==> src/rtl/branch_resolve_unit.sv <==
// Resolves conditional branches in EX, checks fetch's prediction, and generates the
// predictor training pulse, the flush redirect and the load-use stall bubble.
// Optional: define BRANCH_RESOLVE_STATS_EN to add the saturating branch/mispredict counters.
module branch_resolve_unit #(
    parameter int FLUSH_CYCLES = 2,
    parameter int XLEN         = 32
) (
    input  logic            clk,
    input  logic            reset,
    input  logic            ID_EX_branch,
    input  logic [2:0]      ID_EX_funct3,
    input  logic [XLEN-1:0] ID_EX_rs1_data,
    input  logic [XLEN-1:0] ID_EX_rs2_data,
    input  logic            IF_take,
    input  logic            ID_EX_mem_read,
    input  logic [4:0]      ID_EX_rd,
    input  logic [4:0]      IF_ID_rs1,
    input  logic [4:0]      IF_ID_rs2,
    output logic            EX_MEM_branch,
    output logic            EX_MEM_zero,
    output logic            EX_MEM_flush,
`ifdef BRANCH_RESOLVE_STATS_EN
    output logic [31:0]     stat_branches,
    output logic [31:0]     stat_mispredicts,
`endif
    output logic            EX_MEM_stall
);

    typedef enum logic [1:0] {
        IDLE,
        RESOLVE,
        FLUSH
    } state_t;

    localparam logic [2:0] FLUSH_LOAD = 3'(FLUSH_CYCLES - 1);

    state_t     state_q, state_d;
    logic       taken_q, taken_d;
    logic       branch_q, branch_d;
    logic       zero_q, zero_d;
    logic       flush_q, flush_d;
    logic       stall_q, stall_d;
    logic       lockout_q, lockout_d;
    logic [2:0] cnt_q, cnt_d;

    logic cond_legal;
    logic cond_taken;
    logic stall_cond;
    logic stall_take;
    logic accept;

    always_comb begin
        cond_legal = 1'b1;
        cond_taken = 1'b0;
        case (ID_EX_funct3)
            3'b000:  cond_taken = (ID_EX_rs1_data == ID_EX_rs2_data);
            3'b001:  cond_taken = (ID_EX_rs1_data != ID_EX_rs2_data);
            3'b100:  cond_taken = ($signed(ID_EX_rs1_data) <  $signed(ID_EX_rs2_data));
            3'b101:  cond_taken = ($signed(ID_EX_rs1_data) >= $signed(ID_EX_rs2_data));
            3'b110:  cond_taken = (ID_EX_rs1_data <  ID_EX_rs2_data);
            3'b111:  cond_taken = (ID_EX_rs1_data >= ID_EX_rs2_data);
            default: cond_legal = 1'b0;
        endcase
    end

    // The lockout stops a held load-use pair from producing a second bubble.
    assign stall_cond = ID_EX_mem_read && (ID_EX_rd != 5'd0) &&
                        ((ID_EX_rd == IF_ID_rs1) || (ID_EX_rd == IF_ID_rs2));
    assign stall_take = stall_cond && !lockout_q;
    assign accept     = ID_EX_branch && !stall_take && cond_legal;

    always_comb begin
        // NOTE: every signal gets a default first so no path can infer a latch.
        state_d   = state_q;
        taken_d   = taken_q;
        branch_d  = 1'b0;
        zero_d    = zero_q;
        flush_d   = flush_q;
        cnt_d     = cnt_q;
        stall_d   = stall_take;
        lockout_d = stall_take;

        case (state_q)
            IDLE: begin
                if (accept) begin
                    taken_d = cond_taken;
                    state_d = RESOLVE;
                end
            end
            RESOLVE: begin
                branch_d = 1'b1;
                zero_d   = taken_q;
                if (IF_take != taken_q) begin
                    flush_d = 1'b1;
                    cnt_d   = FLUSH_LOAD;
                    state_d = FLUSH;
                end else if (accept) begin
                    taken_d = cond_taken;
                    state_d = RESOLVE;
                end else begin
                    state_d = IDLE;
                end
            end
            FLUSH: begin
                // Fetch honours the stall first, so the redirect window freezes under it.
                if (!stall_q) begin
                    if (cnt_q == 3'd0) begin
                        flush_d = 1'b0;
                        state_d = IDLE;
                    end else begin
                        cnt_d = cnt_q - 3'd1;
                    end
                end
            end
            default: state_d = IDLE;
        endcase
    end

    // NOTE: sequential state uses non-blocking assignments only.
    always_ff @(posedge clk or posedge reset) begin
        if (reset) begin
            state_q   <= IDLE;
            taken_q   <= 1'b0;
            branch_q  <= 1'b0;
            zero_q    <= 1'b0;
            flush_q   <= 1'b0;
            stall_q   <= 1'b0;
            lockout_q <= 1'b0;
            cnt_q     <= 3'd0;
        end else begin
            state_q   <= state_d;
            taken_q   <= taken_d;
            branch_q  <= branch_d;
            zero_q    <= zero_d;
            flush_q   <= flush_d;
            stall_q   <= stall_d;
            lockout_q <= lockout_d;
            cnt_q     <= cnt_d;
        end
    end

    assign EX_MEM_branch = branch_q;
    assign EX_MEM_zero   = zero_q;
    assign EX_MEM_flush  = flush_q;
    assign EX_MEM_stall  = stall_q;

`ifdef BRANCH_RESOLVE_STATS_EN
    logic [31:0] stat_branches_q;
    logic [31:0] stat_mispredicts_q;

    always_ff @(posedge clk or posedge reset) begin
        if (reset) begin
            stat_branches_q    <= 32'd0;
            stat_mispredicts_q <= 32'd0;
        end else begin
            if (state_q == RESOLVE && stat_branches_q != 32'hFFFF_FFFF)
                stat_branches_q <= stat_branches_q + 32'd1;
            if (state_q == RESOLVE && state_d == FLUSH && stat_mispredicts_q != 32'hFFFF_FFFF)
                stat_mispredicts_q <= stat_mispredicts_q + 32'd1;
        end
    end

    assign stat_branches    = stat_branches_q;
    assign stat_mispredicts = stat_mispredicts_q;
`endif

endmodule

==> config.mk <==
export PLATFORM = sky130hd
export DESIGN_NAME = branch_resolve_unit
export DESIGN_NICKNAME = d
export VERILOG_FILES = /design/src/rtl/branch_resolve_unit.sv
export SDC_FILE = /design/constraint.sdc
export NUM_CORES = 1
export LEC_CHECK = 0
export CORE_MARGIN = 3
export CORE_UTILIZATION = 25
export CTS_CLUSTER_DIAMETER = 200
export DETAILED_ROUTE_END_ITERATION = 8
export PLACE_DENSITY_LB_ADDON = 0.08
export SETUP_SLACK_MARGIN = 0.2
export SYNTH_ARGS = -nofsm -noshare
export SYNTH_HDL_FRONTEND = slang
export SYNTH_SLANG_ARGS = --single-unit
==> constraint.sdc <==
create_clock -name clk -period 1.9 [get_ports clk]
set_clock_uncertainty 0.05 [all_clocks]
set_input_delay 0.57 -clock clk [delete_from_list [all_inputs] [get_ports clk]]
set_output_delay 0.57 -clock clk [all_outputs]
set_load 0.05 [all_outputs]
Word-level counts from Yosys, hierarchy flattened --
Cells that the tools add are included.
Storage, ports and cells: logic and storage cells 69, output and inout bits 4, flip-flop bits (word level) 10, input port bits 87
Operators by class: reduce and logical (&&, ||, !) cells 19, muxes and demuxes 20, $add $sub $neg 1, eq/ne operators 18, order comparisons 4
Operators with widths (count):
- >= comparator 32 bit | 2
- < comparator 32 bit | 2
- equality test 32 bit | 1
- inequality test 32 bit | 1
- equality test 3 bit, second input constant | 4
- inequality test 2 bit, second input constant | 6
- equality test 5 bit | 2
- 2-to-1 mux 3 bit | 3
- 2-to-1 mux 1 bit | 8
- 2-to-1 mux 2 bit | 4
- AND reduction 4 bit | 2
- zero test 3 bit | 2
- case mux 1 bit (6 select lines) | 1
- case mux 2 bit (3 select lines) | 1
- case mux 3 bit (2 select lines) | 1
- OR reduction 6 bit | 1
- logical AND 1 bit | 5
- nonzero test 5 bit | 1
- case mux 1 bit (2 select lines) | 2
- nonzero test 2 bit | 2
- equality test 3 x 1 -> 1 bit, second input constant | 1
- AND reduction 3 bit | 1
- subtractor 3 x 1 -> 3 bit, second input constant | 1
- equality test 2 x 1 -> 1 bit, second input constant | 1
- other kinds (6) | 7

Longest topological paths before layout --
Gate-level depths: netlist of the first run.
word-level depth 10, mapped depth 9, mapped depth without buffers 9

Worst setup path before layout of the first run --
No wires, ideal clock.
path type input to register, from in ID_EX_rs2_data[31], to reg taken_q, setup time 133 ps, data required time 1717 ps, slack -690 ps, arrival 2406 ps, stages 8, path buffers 0, cell sequence inv_1 > ha_1 > nand4_2 > or4_4 > a211o_1 > and3_4 > nor4b_2 > a31oi_1
Between the ends: cells in the longest elaborated chain, start to end 5, elaborated cells on any way between the ends 10, those cells by class 4 x order compare; 2 x eq/ne; 4 x mux
Ends and longest elaborated chain:
- start, declared | line 13 | input logic [XLEN-1:0] ID_EX_rs2_data,
- >= comparator 32 bit, or another cell as far along | line 61 | 3'b111: cond_taken = (ID_EX_rs1_data >= ID_EX_rs2_data);
- case mux 1 bit (6 select lines) * | line 55 | case (ID_EX_funct3)
- 2-to-1 mux 1 bit * | line 85, 97
- 2-to-1 mux 1 bit | line 93 | if (IF_take != taken_q) begin
- case mux 1 bit (2 select lines) * | line 83 | case (state_q)
- end signal, assigned | line 132 | taken_q <= taken_d;
- end, declared | line 38 | logic taken_q, taken_d;
Every way passes the cells marked *; elsewhere a longest branch is shown, timed or not. The select of a mux whose other input is x is not followed. A chain may end at the register's enable or synchronous reset.

Final worst setup path of the first run --
from in ID_EX_rs2_data[28], to reg taken_q
The elaborated chain is that of the path after synthesis.

==> impl_metrics.env, run 1 <==
export IMPL_outcome="finished, violations left"
export IMPL_violations="setup timing"
export IMPL_antenna_found_initial=0
export IMPL_finalSetupViolations=1
export IMPL_start_util_pct=26.1
export IMPL_fillers=595
export IMPL_fmax_ghz=0.425
export IMPL_timing_setup_tns_ps=-452
export IMPL_crit_path_frequent_cell="buf_4"
export IMPL_worst_ir_drop_vdd_uv=566
export IMPL_dp_cells=384
export IMPL_synth_top_cell_by_area="ha_1"
export IMPL_cts_tree="built"
export IMPL_grt_pass1_wl_um=8350
export IMPL_synth_top_family_by_area="adder cells"
export IMPL_ys_warn_count=0
export IMPL_start_kind="input port"
export IMPL_synth_top_area_share_pct=27.0
export IMPL_cp_required_ps=2000
export IMPL_synth_adder_area_share_pct=27.0
export IMPL_slew_violations=0
export IMPL_path_delay_family="simple AND/OR/NAND/NOR gates"
export IMPL_final_min_clock_period_ps=2350
export IMPL_syn_to_final_growth_pct=102
export IMPL_totalWireLength_um=4960
export IMPL_hold_viol=0
export IMPL_worst_path_max_fanout=4
export IMPL_synth_compound_area_share_pct=17.2
export IMPL_synthTopCellsByArea="ha_1 (27%), dfrtp_1 (16%), inv_1 (9.8%)"
export IMPL_io_pins=91
export IMPL_crit_type="in -> reg"
export IMPL_synthXorXnorAreaFrac_pct=7.23
export IMPL_n_antenna_cell=0
export IMPL_max_slew_margin_pct=74.3
export IMPL_cts_buffers=3
export IMPL_dp_slack_ps=-1210
export IMPL_cp_num_buf_inv=4
export IMPL_ys_top_cells_by_count="inv_1 (41), ha_1 (34), a21oi_1 (18)"
export IMPL_syn_area_um2=1580
export IMPL_gp_congestion=0.771
export IMPL_vias_per_cell=4.60
export IMPL_report_power_total_mw=1.53
export IMPL_end_kind="register"
export IMPL_worstMarginPinSlew_ps=385
export IMPL_synth_async_reset_ratio_pct=100
export IMPL_die_h_um=85.4
export IMPL_grt_overflow=0
export IMPL_grt_max_degree=11
export IMPL_seqCellArea_um2=250
export IMPL_ant_nets=0
export IMPL_drc=0
export IMPL_drtPass1Iterations=4
export IMPL_wl_per_cell_um=12.6
export IMPL_fp_coreArea_um2=6030
export IMPL_fp_row_count=28
export IMPL_p_per_area_nw_per_um2=481
export IMPL_dr_total_vias=1812
export IMPL_synth_seq_cells=10
export IMPL_port_buffers=90
export IMPL_clk_latency_ps=230
export IMPL_multi_input_area_um2=1670
export IMPL_syn_area_per_cell_um2=8.00
export IMPL_synth_cells=197
export IMPL_die_width_um=85.4
export IMPL_cp_slowest_cell="or4_4"
export IMPL_holdBufCountCts=0
export IMPL_synth_edf_count=0
export IMPL_htree_levels=1
export IMPL_grtUsageTotal_pct=13.7
export IMPL_p_leak_nw=1.42
export IMPL_cts_root_buffer="clkbuf_8"
export IMPL_worst_slack_ps=-452
export IMPL_period_share_pct=124
export IMPL_drt_iter0_drc=9
export IMPL_first_global_vias=1912
export IMPL_synth_ff_type="dfrtp_1"
export IMPL_rsz0062_at_grt="true"
export IMPL_cap_violations=0
export IMPL_drive_gt1_share_pct=58.0
export IMPL_synth_distinct_cells=45
export IMPL_die_area_um2=7290
export IMPL_cts_sinks=10
export IMPL_synth_simple_area_share_pct=21.5
export IMPL_hold_ws_ps=467
export IMPL_ys_seq_area_share_pct=15.9
export IMPL_muxShareOfSynthArea_pct=1.35
export IMPL_synth_most_common_cell="inv_1"
export IMPL_hpwl_um=4010
export IMPL_path_clk_slew_ps=40
export IMPL_layout_nets=442
export IMPL_worst_endpoint_arrival_ps=2450
export IMPL_synth_nets=318
export IMPL_instances_no_fill=394
export IMPL_clockBufferDepth=2
export IMPL_hp_class="reg -> reg"
export IMPL_slowest_delay_ps=580
export IMPL_path_cells="buf_6 -> inv_2 -> ha_4 -> nand4_4 -> or4_4 -> a211o_1 -> buf_4 -> buf_4 -> nor2_4 -> nor4b_4 -> a31oi_1"
## kinds of logic (layout without fill, tap and decap cells)
group | count (synthesis) | after routing
AOI/OAI and AO/OA | 43 | 43
xor gates and xnor gates | 13 | 13
adders and majority gates | 34 | 34
buffers and inverters | 41 | 163
DFF | 10 | 10
muxes | 2 | 2
and+or+nand+nor | 54 | 54
## flip-flops by register name, indices dropped and copies added (netlist names)
signal	flops
state_q	2
EX_MEM_flush	1
taken_q	1
cnt_q	3
lockout_q	1
EX_MEM_branch	1
EX_MEM_zero	1
## final cells by class
type                       count  area share [%]
clock buffer                   3            1.30
inverter                      41            5.69
multi-input combinational    146            52.3
sequential                    10            7.85
tap                           75            2.94
timing repair buffer         119            29.9
## path summary, 6_finish.rpt
check | slack, ps | to | cells past startpoint | from
worst min-delay path | 470 | EX_MEM_zero$_DFFE_PP0P_ | 1 | EX_MEM_zero$_DFFE_PP0P_
worst min register to register | 470 | EX_MEM_zero$_DFFE_PP0P_ | 1 | EX_MEM_zero$_DFFE_PP0P_
worst max-delay path | -450 | taken_q$_DFFE_PP0P_ | 11 | ID_EX_rs2_data[28]
max in group asynchronous | 960 | cnt_q[1]$_DFFE_PP0P_ | 2 | reset
worst max register to register | 450 | taken_q$_DFFE_PP0P_ | 5 | lockout_q$_DFF_PP0_
min in group asynchronous | 570 | EX_MEM_flush$_DFFE_PP0P_ | 2 | reset
## routing by layer
| metal | vias up | wire [um] | GRT usage, % |
|---|---|---|---|
| met1 | 823 | 2050 | 16.7 |
| met5 | - | 0 | 0 |
| met4 | 0 | 76 | 2.30 |
| li1 | 934 | - | - |
| met3 | 6 | 282 | 2.43 |
| met2 | 49 | 2550 | 25.2 |
## power by group
group	internal, mW	switching [mW]	total [mW]
clock network	0.138	0.0737	0.212
logic	0.501	0.471	0.973
registers	0.291	0.0575	0.349
total	0.931	0.602	1.53
## layout by cell type (no fill, tap or decap), types with 3 or more instances in the layout
cell type / Yosys / routed
buf_4: 0 / 29
ha_4: 0 / 28
buf_2: 0 / 26
buf_6: 0 / 24
inv_2: 0 / 21
a21oi_1: 18 / 14
clkbuf_2: 0 / 14
inv_1: 41 / 13
nand2_1: 11 / 11
dfrtp_1: 10 / 10
dlygate4sd2_1: 0 / 9
clkdlybuf4s15_1: 0 / 8
inv_4: 0 / 6
xnor2_1: 11 / 6
nand3_1: 6 / 6
nand4_1: 6 / 6
ha_1: 34 / 6
clkdlybuf4s50_1: 0 / 6
xnor2_2: 0 / 5
nor2_1: 6 / 5
nor2b_1: 4 / 4
a21oi_2: 0 / 4
o21ai_0: 4 / 4
nand2b_1: 3 / 3
or4_4: 1 / 3
clkbuf_8: 0 / 3
## stage by stage
stage	util, %	area, um2
final	52.9	3190
after global routing	52.9	3190
after CTS	52.6	3170
after detailed placement	48.7	2930
after global placement	48.7	2930
after floorplan	-	1770
## what timing repair did
item	4_1_cts	5_1_grt
buffers inserted	7	0
setup endpoints to repair	5	3
pin swaps	58	33
gates resized for setup	287	52
gates cloned	0	0
## worst register-to-register path, delay by kind of cell (launching register included)
kind                   cells  cell delay, ps
AO/OA/AOI/OAI              2             220
buffers and inverters      1             150
flip-flops                 1             520
AND/OR/NAND/NOR            2             400
Note: power is estimated with default switching activity, not from simulation.
==> inputs of run 2 (changes only) <==
- CORE_MARGIN: 3 -> 2
==> run 2 against run 1 <==
Net effect:
- the run still ends with setup timing left
- routed wire length shrank 5.1%
- die area shrank 4.6%
- sequential power is essentially flat
- critical path depth shrank 1
- non-clock buffer count shrank 2
- worst hold slack is essentially flat
- cell count shrank 0.51%
- global-route usage shrank 0.12 points
- setup slack lost 13 ps
- fmax shrank 0.54%
- flip-flop and latch count is the same
- largest power group unchanged
- highest routed layer unchanged
==> impl_metrics.env, run 2 (synthesized netlist as in run 1, its figures left out) <==
export IMPL_outcome="finished, violations left"
export IMPL_violations="setup timing"
export IMPL_totalWireLength_um=4710
export IMPL_cap_violations=0
export IMPL_hp_class="reg -> reg"
export IMPL_drive_gt1_share_pct=58.0
export IMPL_worst_path_max_fanout=2
export IMPL_final_cell_mix="ha_4 (29), buf_2 (26), buf_4 (25), inv_2 (21), buf_6 (18)"
export IMPL_first_global_vias=1834
export IMPL_cts_buffers=3
export IMPL_finalSetupViolations=1
export IMPL_dp_slack_ps=-1260
export IMPL_hpwl_um=3770
export IMPL_gp_congestion=0.781
export IMPL_cts_root_buffer="clkbuf_8"
export IMPL_slew_violations=0
export IMPL_instances_no_fill=392
export IMPL_die_area_um2=6950
export IMPL_multi_input_area_um2=1710
export IMPL_dp_cells=383
export IMPL_vias_per_cell=4.59
export IMPL_grt_overflow=0
export IMPL_ant_nets=0
export IMPL_fillers=589
export IMPL_antenna_found_initial=0
export IMPL_grt_max_degree=11
export IMPL_cts_sinks=10
export IMPL_dr_total_vias=1801
export IMPL_drt_iter0_drc=17
export IMPL_start_kind="input port"
export IMPL_crit_type="in -> reg"
export IMPL_reg_largest_list="cnt_q: 3 flops, state_q: 2 flops"
export IMPL_grtUsageTotal_pct=13.6
export IMPL_clockBufferDepth=2
export IMPL_syn_to_final_growth_pct=103
export IMPL_grt_pass1_wl_um=8040
export IMPL_fp_row_count=28
export IMPL_largest_register="cnt_q"
export IMPL_fmax_ghz=0.423
export IMPL_cts_tree="built"
export IMPL_p_per_area_nw_per_um2=484
export IMPL_worst_slack_ps=-464
export IMPL_rsz0062_at_grt="true"
export IMPL_mostFrequentLayoutCell="ha_4"
export IMPL_io_pins=91
export IMPL_die_h_um=83.4
export IMPL_fp_coreArea_um2=5990
export IMPL_start_util_pct=26.3
export IMPL_cp_required_ps=2000
export IMPL_worstMarginPinSlew_ps=380
export IMPL_die_width_um=83.4
export IMPL_n_antenna_cell=0
export IMPL_htree_levels=1
export IMPL_layout_nets=440
export IMPL_max_slew_margin_pct=74.6
export IMPL_end_kind="register"
export IMPL_drc=0
export IMPL_path_clk_slew_ps=50
export IMPL_period_share_pct=124
export IMPL_seqCellArea_um2=250
export IMPL_port_buffers=90
export IMPL_clk_latency_ps=230
export IMPL_worst_endpoint_arrival_ps=2470
export IMPL_final_min_clock_period_ps=2360
export IMPL_wl_per_cell_um=12.0
export IMPL_largest_reg_flops=3
export IMPL_p_leak_nw=1.41
export IMPL_worst_ir_drop_vdd_uv=414
export IMPL_drtPass1Iterations=4
export IMPL_hold_viol=0
export IMPL_r2r_setup_slack_ps=470
-- run 2: cell count changes in the layout (fill, tap and decap cells not counted), moves of 2 or more --
| cell | previous run | this run |
|---|---|---|
| clkdlybuf4s15_1 | 8 | 10 |
| buf_6 | 24 | 18 |
| a21oi_1 | 14 | 12 |
| a21oi_2 | 4 | 6 |
| dlygate4sd2_1 | 9 | 13 |
| buf_4 | 29 | 25 |
| clkbuf_2 | 14 | 17 |
-- run 2: power by group --
part / total [mW] / switching, mW / internal [mW]
clock network: 0.216 / 0.0774 / 0.138
registers: 0.350 / 0.0583 / 0.291
logic: 0.980 / 0.481 / 0.499
-- run 2: cell type report --
type / instances / area share [%]
Timing Repair Buffer: 117 / 28.7
Tap cell: 75 / 2.94
Clock buffer: 3 / 1.29
Multi-Input combinational cell: 146 / 53.5
Sequential cell: 10 / 7.84
Inverter: 41 / 5.76
-- run 2: repair_timing --
item | 4_1_cts | 5_1_grt
pin swaps | 59 | 37
resized for setup | 258 | 63
hold buffers | 0 | 0
buffers inserted | 5 | 1
endpoints found under the setup margin | 5 | 2
-- run 2: worst paths after layout --
check / cells after the start / end / start
max: 10 / taken_q$_DFFE_PP0P_ / ID_EX_rs1_data[0]
min: 1 / EX_MEM_flush$_DFFE_PP0P_ / EX_MEM_flush$_DFFE_PP0P_
max reg2reg: 5 / taken_q$_DFFE_PP0P_ / lockout_q$_DFF_PP0_
min reg2reg: 1 / EX_MEM_flush$_DFFE_PP0P_ / EX_MEM_flush$_DFFE_PP0P_
max in group asynchronous: 2 / cnt_q[0]$_DFFE_PP0P_ / reset
min in group asynchronous: 2 / state_q[1]$_DFFE_PP0P_ / reset
-- run 2: critical path, stage by stage --
cell and delay [ps]:
clkdlybuf4s15_1 160, inv_1 30, ha_1 270, nand4_1 90, or4_4 560, or2_4 270, a21oi_2 130, and3_4 200
nor4b_4 40, a31oi_1 160
-- run 2: layer usage --
metal | global-route usage [%] | vias to the layer above | routed length, um
met3 | 2.68 | 4 | 266
met5 | 0 | - | 0
met1 | 17.7 | 807 | 2210
li1 | - | 928 | -
met4 | 2.24 | 0 | 27
met2 | 23.5 | 62 | 2200
-- run 2: metrics by stage --
stage | hold WS (ps) | power (mW) | cell area [um2] | TNS (ps) | util [%]
after detailed placement | 448 | 1.25 | 2920 | -1900 | 48.8
after CTS | 471 | 1.53 | 3170 | -469 | 52.9
final | 468 | 1.55 | 3190 | -464 | 53.3
after global placement | 442 | 1.24 | 2920 | -1850 | 48.8
after global routing | 504 | 1.69 | 3190 | -540 | 53.3
after floorplan | 360 | 0.856 | 1770 | -481 | -
